==> src/rtl/conv_window_sequencer.sv <==
// Read-side address sequencer for a 3x3, stride-1, pad-1 convolution window.
// Each output pixel gets one issue cycle carrying nine tap addresses and per-tap enables.
module conv_window_sequencer #(
    parameter int width_b  = 7,
    parameter int height_b = 3
) (
    input  logic                    clk,
    input  logic                    reset_n,
    input  logic                    start,
    input  logic [width_b-1:0]      img_w_m1,
    input  logic [height_b-1:0]     img_h_m1,
    input  logic [2:0]              pass_m1,
    input  logic                    stall,
    output logic [width_b*9-1:0]    readi_wr,
    output logic [height_b*9-1:0]   readi_hr,
    output logic [8:0]              en_read,
    output logic                    en_bias,
    output logic [2:0]              stepr,
    output logic                    busy,
    output logic                    done
);

    typedef enum logic [1:0] {IDLE, RUN, DONE} state_t;

    localparam logic [width_b-1:0]  one_w = 1;
    localparam logic [height_b-1:0] one_h = 1;

    state_t                 state, state_nx;
    logic [width_b-1:0]     x, wm;
    logic [height_b-1:0]    y, hm;
    logic [2:0]             p, pm;
    logic                   issue, last;

    logic [width_b*9-1:0]   wr_d;
    logic [height_b*9-1:0]  hr_d;
    logic [8:0]             en_d;
    logic                   bias_d;
    logic [2:0]             stepr_d;
    logic [width_b-1:0]     col;
    logic [height_b-1:0]    row;
    logic                   col_in, row_in;

    assign issue = (state == RUN) && !stall;
    assign last  = (x == wm) && (y == hm) && (p == pm);

    always_ff @(posedge clk or negedge reset_n) begin
        if (!reset_n) state <= IDLE;
        else          state <= state_nx;
    end

    always_comb begin
        state_nx = state;
        case (state)
            IDLE:    if (start) state_nx = RUN;
            RUN:     if (issue && last) state_nx = DONE;
            default: state_nx = IDLE;
        endcase
    end

    // Map geometry is captured once per walk so the inputs may change during RUN.
    always_ff @(posedge clk) begin
        if (state == IDLE && start) begin
            wm <= img_w_m1;
            hm <= img_h_m1;
            pm <= pass_m1;
        end
    end

    always_ff @(posedge clk or negedge reset_n) begin
        if (!reset_n) begin
            x <= '0;
            y <= '0;
            p <= '0;
        end else if (state == IDLE && start) begin
            x <= '0;
            y <= '0;
            p <= '0;
        end else if (issue) begin
            if (x == wm) begin
                x <= '0;
                if (y == hm) begin
                    y <= '0;
                    p <= p + 3'd1;
                end else begin
                    y <= y + one_h;
                end
            end else begin
                x <= x + one_w;
            end
        end
    end

    // Next values of the registered outputs; a stall holds addresses and pass index.
    always_comb begin
        wr_d    = readi_wr;
        hr_d    = readi_hr;
        en_d    = '0;
        bias_d  = 1'b0;
        stepr_d = stepr;
        col     = '0;
        row     = '0;
        col_in  = 1'b0;
        row_in  = 1'b0;
        if (state != RUN) begin
            wr_d    = '0;
            hr_d    = '0;
            stepr_d = '0;
        end else if (!stall) begin
            stepr_d = p;
            bias_d  = (p == 3'd0);
            for (int k = 0; k < 9; k++) begin
                case (k % 3)
                    0: begin col = x - one_w; col_in = (x != '0); end
                    1: begin col = x;         col_in = 1'b1;      end
                    default: begin col = x + one_w; col_in = (x != wm); end
                endcase
                case (k / 3)
                    0: begin row = y - one_h; row_in = (y != '0); end
                    1: begin row = y;         row_in = 1'b1;      end
                    default: begin row = y + one_h; row_in = (y != hm); end
                endcase
                en_d[8-k] = col_in && row_in;
                wr_d[width_b*(9-k)-1 -: width_b]   = (col_in && row_in) ? col : '0;
                hr_d[height_b*(9-k)-1 -: height_b] = (col_in && row_in) ? row : '0;
            end
        end
    end

    always_ff @(posedge clk or negedge reset_n) begin
        if (!reset_n) begin
            readi_wr <= '0;
            readi_hr <= '0;
            en_read  <= '0;
            en_bias  <= 1'b0;
            stepr    <= '0;
            busy     <= 1'b0;
            done     <= 1'b0;
        end else begin
            readi_wr <= wr_d;
            readi_hr <= hr_d;
            en_read  <= en_d;
            en_bias  <= bias_d;
            stepr    <= stepr_d;
            busy     <= (state == RUN);
            done     <= (state == DONE);
        end
    end

endmodule

==> config.mk <==
export PLATFORM = sky130hd
export DESIGN_NAME = conv_window_sequencer
export DESIGN_NICKNAME = d
export VERILOG_FILES = /design/src/rtl/conv_window_sequencer.sv
export SDC_FILE = /design/constraint.sdc
export NUM_CORES = 1
export LEC_CHECK = 0
export CAP_MARGIN = 30
export CORE_AREA = 4 4 92 181
export DETAILED_ROUTE_END_ITERATION = 10
export DIE_AREA = 0 0 96 185
export GPL_ROUTABILITY_DRIVEN = 0
export HOLD_SLACK_MARGIN = 0.08
export PLACE_DENSITY_LB_ADDON = 0.12
export SYNTH_ARGS = -nofsm -noshare
export SYNTH_HDL_FRONTEND = slang
export SYNTH_SLANG_ARGS = --single-unit
==> constraint.sdc <==
create_clock -name clk -period 1.75 [get_ports clk]
set_input_delay 0.525 -clock clk [delete_from_list [all_inputs] [get_ports clk]]
set_output_delay 0.525 -clock clk [all_outputs]
set_load 0.01 [all_outputs]
* Yosys cells after proc, flatten, opt, wreduce, memory -nomap -nowiden
Index checks and enable logic that the tools add are counted.
** Cells by class
- Muxes and demuxes :: 52
- Reductions and logical operators :: 24
- Eq/ne operators :: 11
- Add/subtract/negate cells :: 5
** Operator list (number)
- 2-to-1 mux 63 bit :: 2
- 2-to-1 mux 7 bit :: 12
- 2-to-1 mux 3 bit :: 19
- 2-to-1 mux 27 bit :: 2
- 2-to-1 mux 9 bit :: 2
- logical AND 1 bit :: 13
- 2-to-1 mux 1 bit :: 12
- adder 7 x 1 -> 7 bit (second input constant) :: 1
- equality test 7 bit :: 1
- inequality test 7 bit :: 1
- nonzero test 7 bit :: 1
- subtractor 7 x 1 -> 7 bit (second input constant) :: 1
- adder 3 x 1 -> 3 bit (second input constant) :: 2
- equality test 3 bit :: 2
- inequality test 2 x 1 -> 1 bit (second input constant) :: 3
- nonzero test 2 bit :: 3
- 2-to-1 mux 2 bit :: 2
- case mux 2 bit (2 select lines) :: 1
- AND reduction 2 bit :: 2
- logical NOT 3 bit :: 1
- inequality test 3 bit :: 1
- AND reduction 3 bit :: 1
- nonzero test 3 bit :: 1
- subtractor 3 x 1 -> 3 bit (second input constant) :: 1
- other kinds (5) :: 5
** Storage, ports and cells
- Register bits :: 133
- Input port bits :: 17

* Depth between registers and ports, before layout
Gate-level depths: netlist of run 1.
- Depth after elaboration :: 7
- Depth in mapped cells :: 9
- Mapped depth without buffers :: 8

* Least setup slack after synthesis of run 1
OpenSTA, ideal clock, no wires.
- Path type :: input -> register
- Start point :: input port stall
- End point :: register p[0]
- Stages on the path :: 6
- Path slack :: -0.195 ns
- Data arrival time :: 1.820 ns
- Required time :: 1.625 ns
- Cell sequence :: buf_2 -> or3b_4 -> clkinv_4 -> nand4_4 -> nor3_2 -> mux2_2
** Between the ends
- Longest elaborated chain between the ends :: 4
** Ends and longest elaborated chain
- start: declaration :: line 13 : input logic stall,
- logical NOT 1 bit
- logical AND 1 bit :: line 43 : assign issue = (state == RUN) && !stall;
- nonzero test 2 bit (no source line)
- AND reduction 3 bit (no source line)
- end signal: assignment :: line 83 : p <= p + 3'd1;
- end: declaration :: line 31 : logic [2:0] p, pm;
Every way passes these cells.
A chain may end at the register's enable or synchronous reset.

* Worst setup path after layout of run 1
- Start point :: register x[4]
- End point :: register readi_wr[20]
** Between the ends
- Longest elaborated chain between the ends :: 7
- Elaborated cells between the ends (all ways) :: 8
- Classes of those cells :: 1 x add/sub; 5 x mux; 2 x reduce/logical
** Ends and longest elaborated chain
- start: declaration :: line 29 : logic [width_b-1:0] x, wm;
- start signal: assignment :: line 88 : x <= x + one_w;
- branches (longest 4 deep; another with subtractor 7 x 1 -> 7 bit)
- 2-to-1 mux 7 bit * :: line 123 : wr_d[width_b*(9-k)-1 -: width_b] = (col_in && row_in) ? col : '0;
- 2-to-1 mux 63 bit * :: line 108 : end else if (!stall) begin
- 2-to-1 mux 63 bit * :: line 104 : if (state != RUN) begin
- end signal: assignment :: line 139 : readi_wr <= wr_d;
- end: declaration :: line 14 : output logic [width_b*9-1:0] readi_wr,
Every way passes the cells marked *. The select of a mux whose other input is x is not followed.

==> summary.txt, run 1 <==
Route
  • Initial DRT Pass Iterations: 4
  • DRC viols: 0
  • Drt total wl: 15400 µm
  • Via count: 4168
  • DR iter-0 viols: 158
  • Detail Route Antenna Nets: 0
  • Via/cell ratio: 4.89
  • WL/cell: 18.1 µm

Final layout
  • Final net count: 666
  • Area growth syn-to-layout: 52.4%
  • Fillers: 1382
  • Share of cells above drive strength 1: 0.240
  • Antenna fix cells: 0
  • Final core utilization: 0.527

Clock tree
  • Clock Root Buffer: clkbuf_16
  • CTS tree: built
  • Depth of the CTS H-tree: 4
  • Clock buffer depth: 2
  • Sinks on Clock Net: 133
  • Clk_lat worst skew: 0.42 ns
  • Worst-path clk slew: 0.06 ns
  • Total CTS buffers: 17

Critical path
  • Crit path launch type: register
  • Worst EP arrival: 2.19 ns
  • Worst path required time: 2.10 ns
  • Worst Setup EP: readi_wr[20]$_DFFE_PN0P_
  • Critical path class: reg -> reg
  • Worst R2R Setup Slack: -0.09 ns
  • RR Endpoint: readi_wr[20]$_DFFE_PN0P_
  • CP endpoint kind: register
  • Worst reg2reg startpoint: x[4]$_DFFE_PN0P_
  • Worst setup path start: x[4]$_DFFE_PN0P_
  • R2R cell count: 5
  • Crit path max fanout: 3

Power and ir drop
  • Switching power: 3.32 mW
  • Sw Share: 0.308
  • Pleak: 4.09 nW
  • Gate power share: 0.290
  • Peak supply drop: 0.777 mV
  • Pwr dens: 1340 nW/µm²
  • Clock share of power: 0.349
  • P_int: 7.46 mW
  • Sequential share of power: 0.361

Worst hold path
  • Worst min path class: in -> async

Floorplan
  • Die area: 17800 µm²
  • Die W: 96 µm
  • Die Height: 185 µm
  • Number of cell rows: 64
  • Initial core utilization: 0.346
  • Num ports: 122
  • Placeable Area: 15300 µm²

GRT
  • Grt ovf: 0
  • Global-route wire length before repair: 24300 µm
  • GR Util All Layers: 0.185
  • Initial antenna violation count: 0
  • Vias in the first global route: 4373
  • Largest net degree at the start of global routing: 63

Logic synthesis
  • Yosys Warn Count: 0
  • Synth cell types: 48
  • Mean Syn Cell Area: 11.8 µm²
  • Post-synth top flop: dfrtp_1
  • Async SR Flop Fraction: 0.902
  • Post-synth EDFFs: 13
  • Seq cells post-synth: 133
  • Cell Area, Synth: 5290 µm²
  • Cell count after synthesis: 449
  • Mapped Nets: 474
  • Sequential-to-total area share from yosys stat: 0.642

STA
  • Setup TNS: -0.375 ns
  • Slew Viols, Final: 0
  • Final worst setup slack: -0.0924 ns
  • Min Hold Slack: 0.440 ns
  • Layout Skew: 0.00965 ns
  • Final Critical Period: 1.84 ns
  • Rel. slew slack: 0.658
  • RSZ-0062 raised after global routing: true
  • Final setup viols: 11
  • Final Cycle Share: 1.05
  • Final Hold Fails: 0
  • FMAX: 543 MHz
  • Tightest Pin Transition: 0.511 ns

Status
  • Failing checks: negative setup slack
  • Status: finished with violations

Placement
  • IO buf count: 121
  • HPWL Detailed: 11200 µm

Run
  • Max-cap viol count: 0
what timing repair did:
action	4_1_cts	5_1_grt
setup buffers	9	4
endpoints found under the hold margin	1	0
resized for setup	135	31
hold buffers	1	0
pin swaps	10	14
setup endpoints to repair	171	25
gates cloned	0	0
layer usage:
layer  vias up  share of wire  global-route usage
met5         -              0                   0
met4         0          0.026              0.0792
met3        29          0.037              0.0301
met2       109           0.57               0.335
met1      2095           0.36               0.208
li1       1935              -                   -
kinds of logic after synthesis:
group / share of synthesized area
adder cells (fa/ha/maj): 0.0189
multiplexers: 0.0305
AO/OA/AOI/OAI: 0.128
buffers and inverters: 0.0362
flip-flops: 0.642
XOR/XNOR: 0.0365
AND/OR/NAND/NOR: 0.108
final cells by class:
class	count	area (µm²)	share of cell area
clock inverter	13	169	0.0210
sequential	133	3400	0.422
timing repair buffer	198	1780	0.221
tap	198	248	0.0308
clock buffer	19	464	0.0576
multi-input combinational	271	1920	0.238
inverter	20	80.1	0.00994
how the worst min path moves through the flow:
stage                                          end  slack (ns)
final                     readi_wr[12]$_DFFE_PN0P_        0.44
after global routing      readi_wr[12]$_DFFE_PN0P_        0.45
after CTS                 readi_wr[12]$_DFFE_PN0P_        0.43
after detailed placement  readi_wr[12]$_DFFE_PN0P_        0.33
after global placement    readi_wr[12]$_DFFE_PN0P_        0.33
after floorplan                     busy$_DFF_PN0_        0.23
power by group through the flow:
stage | Combinational (mW) | Sequential, mW | Clock, mW
floorplan | 1.01 | 4.09 | 0
detailed placement | 3.00 | 3.95 | 0
global placement | 2.97 | 3.94 | 0
finish | 3.13 | 3.89 | 3.76
CTS | 3.02 | 3.89 | 3.82
global route | 3.39 | 3.94 | 3.99
stage by stage:
| stage | total power [mW] | setup slack [ns] | cells | instance area (µm²) |
|---|---|---|---|---|
| 6_report | 10.8 | -0.0924 | 852 | 8050 |
| 5_1_grt | 11.3 | -0.132 | 852 | 8050 |
| 4_1_cts | 10.7 | -0.116 | 849 | 7910 |
| 3_5_place_dp | 6.95 | -0.554 | 807 | 7180 |
| 3_3_place_gp | 6.90 | -0.509 | 807 | 7180 |
| 2_1_floorplan | 5.10 | -0.134 | 449 | 5300 |
synth_stat cells (3+ instances only):
master    number  area (µm²)
dfrtp_1      120        3000
nand2_1       67         251
o21ai_0       62         310
a22o_1        23         201
nor2_1        19        71.3
inv_1         17        63.8
clkbuf_1      15        56.3
mux2i_1       15         150
edfxtp_1      13         390
xnor2_1       12         105
xor2_1        10        87.6
ha_1           8         100
buf_2          7        35.0
nand3_1        6        30.0
nand2b_1       4        25.0
o31ai_1        4        30.0
or4_1          4        30.0
a21oi_1        3        15.0
a32o_1         3        30.0
nor4_1         3        18.8
worst max-delay path: stages, from the launching register on:
cell,delay [ns]
dfrtp_1,0.39
or3_4,0.42
buf_6,0.13
or4_4,0.48
a21oi_4,0.19
a22o_1,0.16
registers in the layout (all words and copies together) (netlist names):
signal and cells:
hm 3, readi_wr 63, done 1, readi_hr 27, en_read 9, x 7, wm 7, stepr 3
en_bias 1, busy 1, y 3, p 3, state 2, pm 3
layout by cell type (no fill, tap or decap), types with 3 or more instances in the layout:
cell type / netlist / routed
nand3_1: 6 / 4
buf_12: 0 / 6
a22o_1: 23 / 23
dlygate4sd2_1: 0 / 106
xnor2_1: 12 / 7
mux2i_1: 15 / 15
dfrtp_1: 120 / 118
buf_6: 1 / 12
inv_1: 17 / 14
ha_1: 8 / 5
nor2_1: 19 / 19
xnor2_2: 0 / 3
inv_2: 2 / 5
o21ai_2: 1 / 7
buf_4: 0 / 59
edfxtp_1: 13 / 13
clkbuf_16: 0 / 18
bufinv_16: 0 / 3
xor2_1: 10 / 9
a32o_1: 3 / 3
nand2b_1: 4 / 3
clkinv_4: 1 / 6
clkdlybuf4s50_1: 0 / 14
nand2_1: 67 / 67
o31ai_1: 4 / 4
o21ai_0: 62 / 54
No activity file was read; power rests on OpenSTA's default activity.
==> run 2, diff against run 1 <==
--- a/config.mk
+++ b/config.mk
@@ -5,11 +5,13 @@
 export SDC_FILE = /design/constraint.sdc
 export NUM_CORES = 1
 export LEC_CHECK = 0
+export ABC_AREA = 1
 export CAP_MARGIN = 30
-export CORE_AREA = 4 4 92 181
+export CORE_AREA = 4 4 93 182
 export DETAILED_ROUTE_END_ITERATION = 10
-export DIE_AREA = 0 0 96 185
+export DIE_AREA = 0 0 97 186
 export GPL_ROUTABILITY_DRIVEN = 0
+export GPL_TIMING_DRIVEN = 0
 export HOLD_SLACK_MARGIN = 0.08
 export PLACE_DENSITY_LB_ADDON = 0.12
 export SYNTH_ARGS = -nofsm -noshare
==> run 2 against run 1 <==
The flow now finishes without violations; wire length is 0.34% lower; largest cell class unchanged; via count is 1.5% higher; global-route usage is 0.83 points lower; power is 8.1% higher; synthesized area is 0.28% higher; cell count is 6.5% higher; sequential power is 15% higher.
==> summary.txt, run 2 <==
Logic synthesis
  • Seq cells post-synth: 133
  • Synth cell types: 28
  • Largest area contributor in the netlist: dfrtp_1
  • Sequential-to-total area share from yosys stat: 0.640
  • Most common cell in the synthesized netlist: nand2_1
  • Post-synth top flop: dfrtp_1
  • Synth cell count leaders: 207 x nand2_1, 120 x dfrtp_1, 73 x o21ai_0
  • Yosys Warn Count: 0
  • Post-synth EDFFs: 13
  • Async SR Flop Fraction: 0.902
  • Mean Syn Cell Area: 9.71 µm²
  • Cell Area, Synth: 5300 µm²
  • Top cells by area, synth: dfrtp_1 57%, nand2_1 15%, edfxtp_1 7.4%
  • Post-synth top area share: 0.567
  • Cell count after synthesis: 546
  • Mapped Nets: 571

Final layout
  • Final instance area: 7440 µm²
  • Number of flip-flops in the largest register: 63
  • Area growth syn-to-layout: 40.5%
  • Antenna fix cells: 0
  • Most frequent cells in the layout: 201 x nand2_1, 114 x dfrtp_1, 105 x dlygate4sd2_1
  • Final core utilization: 0.482
  • Share of cells above drive strength 1: 0.135
  • FF/Latch Area: 3400 µm²
  • Top flop regs: readi_wr (63), readi_hr (27), en_read (9)
  • Area of the multi-input gates: 1750 µm²
  • Most common cell after layout, fill and taps aside: nand2_1
  • Largest Register: readi_wr
  • Final net count: 721
  • Fillers: 1524

Floorplan
  • Placeable Area: 15500 µm²
  • Number of cell rows: 64
  • Initial core utilization: 0.343
  • Die Height: 186 µm
  • Num ports: 122
  • Die area: 18000 µm²
  • Die W: 97 µm

Critical path
  • CP top delay family: simple AND/OR/NAND/NOR gates
  • Crit path max fanout: 7
  • Critical Path, Cell by Cell: inv_2 -> nand2_1 -> nand2_1 -> nor2_1 -> nand2_1 -> nor2_4 -> nor2_4 -> nand2_2 -> o21ai_0
  • Worst reg2reg startpoint: x[6]$_DFFE_PN0P_
  • Crit path buffers/inverters: 1
  • Worst setup path start: x[6]$_DFFE_PN0P_
  • Crit path launch type: register
  • Critical path class: reg -> reg
  • CP endpoint kind: register
  • Worst EP arrival: 1.99 ns
  • Crit path top cell by count: nand2_1
  • Slowest stage delay, CP: 0.47 ns
  • Slowest-stage cell, CP: dfrtp_2
  • Worst path required time: 2.08 ns

Route
  • Via count: 4232
  • Initial DRT Pass Iterations: 4
  • WL/cell: 17.0 µm
  • Drt total wl: 15400 µm
  • Detail Route Antenna Nets: 0
  • Via/cell ratio: 4.67
  • DR iter-0 viols: 260
  • DRC viols: 0

Worst hold path
  • Worst min path class: reg -> reg
  • Hold Path Origin: readi_wr[33]$_DFFE_PN0P_

STA
  • FMAX: 603 MHz
  • Layout Skew: 0.00865 ns
  • RSZ-0062 raised after global routing: true
  • Final worst setup slack: 0.0909 ns
  • Final Cycle Share: 0.948
  • Tightest Pin Transition: 0.550 ns
  • Final Hold Fails: 0
  • Final setup viols: 0
  • Rel. slew slack: 0.633
  • Slew Viols, Final: 0
  • Final Critical Period: 1.66 ns

Clock tree
  • Total CTS buffers: 17
  • Clock Root Buffer: clkbuf_16
  • Sinks on Clock Net: 133
  • Clk_lat worst skew: 0.42 ns
  • Depth of the CTS H-tree: 4
  • Clock buffer depth: 2
  • Worst-path clk slew: 0.06 ns
  • CTS tree: built

Placement
  • HPWL Detailed: 11600 µm
  • Area post-placement: 6790 µm²
  • Worst slack at placement: -0.765 ns
  • IO buf count: 121

Power and ir drop
  • Pwr dens: 1570 nW/µm²
  • Pleak: 3.96 nW
  • Peak supply drop: 0.809 mV

GRT
  • Initial antenna violation count: 0
  • Grt ovf: 0
  • Largest net degree at the start of global routing: 67
  • Vias in the first global route: 4361
  • Global-route wire length before repair: 24400 µm
  • GR Util All Layers: 0.176

Run
  • Max-cap viol count: 0

Status
  • Status: complete, no violations
-- run 2: layout make-up --
| type | count | area share |
|---|---|---|
| timing repair buffer | 131 | 0.158 |
| tap | 198 | 0.0333 |
| clock buffer | 18 | 0.0576 |
| sequential | 133 | 0.457 |
| buffer | 16 | 0.0136 |
| inverter | 42 | 0.0215 |
| clock inverter | 14 | 0.0239 |
| multi-input combinational | 355 | 0.235 |
-- run 2: stage by stage --
step	cells	TNS (ns)	hold WS, ns	total power, mW
after floorplan	546	0	0.229	6.13
after global placement	865	-569.14	0.457	8.32
after detailed placement	866	-40.87	0.462	8.39
after CTS	901	0	0.473	11.6
after global routing	907	-0.0754	0.492	12.4
final	907	0	0.464	11.7
-- run 2: kinds of logic after synthesis --
kind of cell / count (synthesis) / share of synthesized area
xor gates and xnor gates: 16 / 0.0264
adders and majority gates: 8 / 0.0189
DFF: 133 / 0.640
and+or+nand+nor: 253 / 0.194
AOI/OAI and AO/OA: 78 / 0.0746
buffers and inverters: 58 / 0.0460
-- run 2: worst reg2reg max path: stages (launching register included) --
cell	delay, ns
dfrtp_2	0.47
inv_2	0.15
nand2_1	0.07
nand2_1	0.09
nor2_1	0.05
nand2_1	0.13
nor2_4	0.07
nor2_4	0.24
nand2_2	0.16
o21ai_0	0.16
-- run 2: metal layers --
metal  track usage  routed length [µm]
met1         0.193                5860
met2         0.336                8590
met3        0.0364                 627
met4        0.0602                 295
met5             0                   0
-- run 2: path summary, 6_finish.rpt --
kind,endpoint,slack (ns),depth (start not counted)
setup / recovery,readi_wr[6]$_DFFE_PN0P_,0.09,9
hold reg to reg,readi_wr[33]$_DFFE_PN0P_,0.46,2
min in group asynchronous,done$_DFF_PN0_,0.62,2
hold / removal,readi_wr[33]$_DFFE_PN0P_,0.46,2
max in group asynchronous,x[6]$_DFFE_PN0P_,0.41,3
setup reg to reg,readi_wr[6]$_DFFE_PN0P_,0.09,9
-- run 2: power breakdown --
part | leakage [nW] | switching (mW) | internal [mW]
sequential | 1.70 | 0.546 | 3.93
combinational | 1.97 | 2.11 | 1.43
clock | 0.295 | 1.39 | 2.26
-- run 2: repair_timing --
| action | in CTS | in global routing |
|---|---|---|
| hold buffers | 1 | 0 |
| cloned | 0 | 0 |
| endpoints found under the hold margin | 1 | 0 |
| gates resized for setup | 115 | 32 |
| setup buffers | 2 | 6 |
| setup endpoints to repair | 147 | 75 |
| pin swaps | 2 | 4 |
==> run 3, diff against run 2 <==
--- a/config.mk
+++ b/config.mk
@@ -8,6 +8,7 @@
 export ABC_AREA = 1
 export CAP_MARGIN = 30
 export CORE_AREA = 4 4 93 182
+export CTS_CLUSTER_SIZE = 25
 export DETAILED_ROUTE_END_ITERATION = 10
 export DIE_AREA = 0 0 97 186
 export GPL_ROUTABILITY_DRIVEN = 0
==> results of run 3 <==
Same layout as run 2: the final DEF is identical, and so are final timing and power.
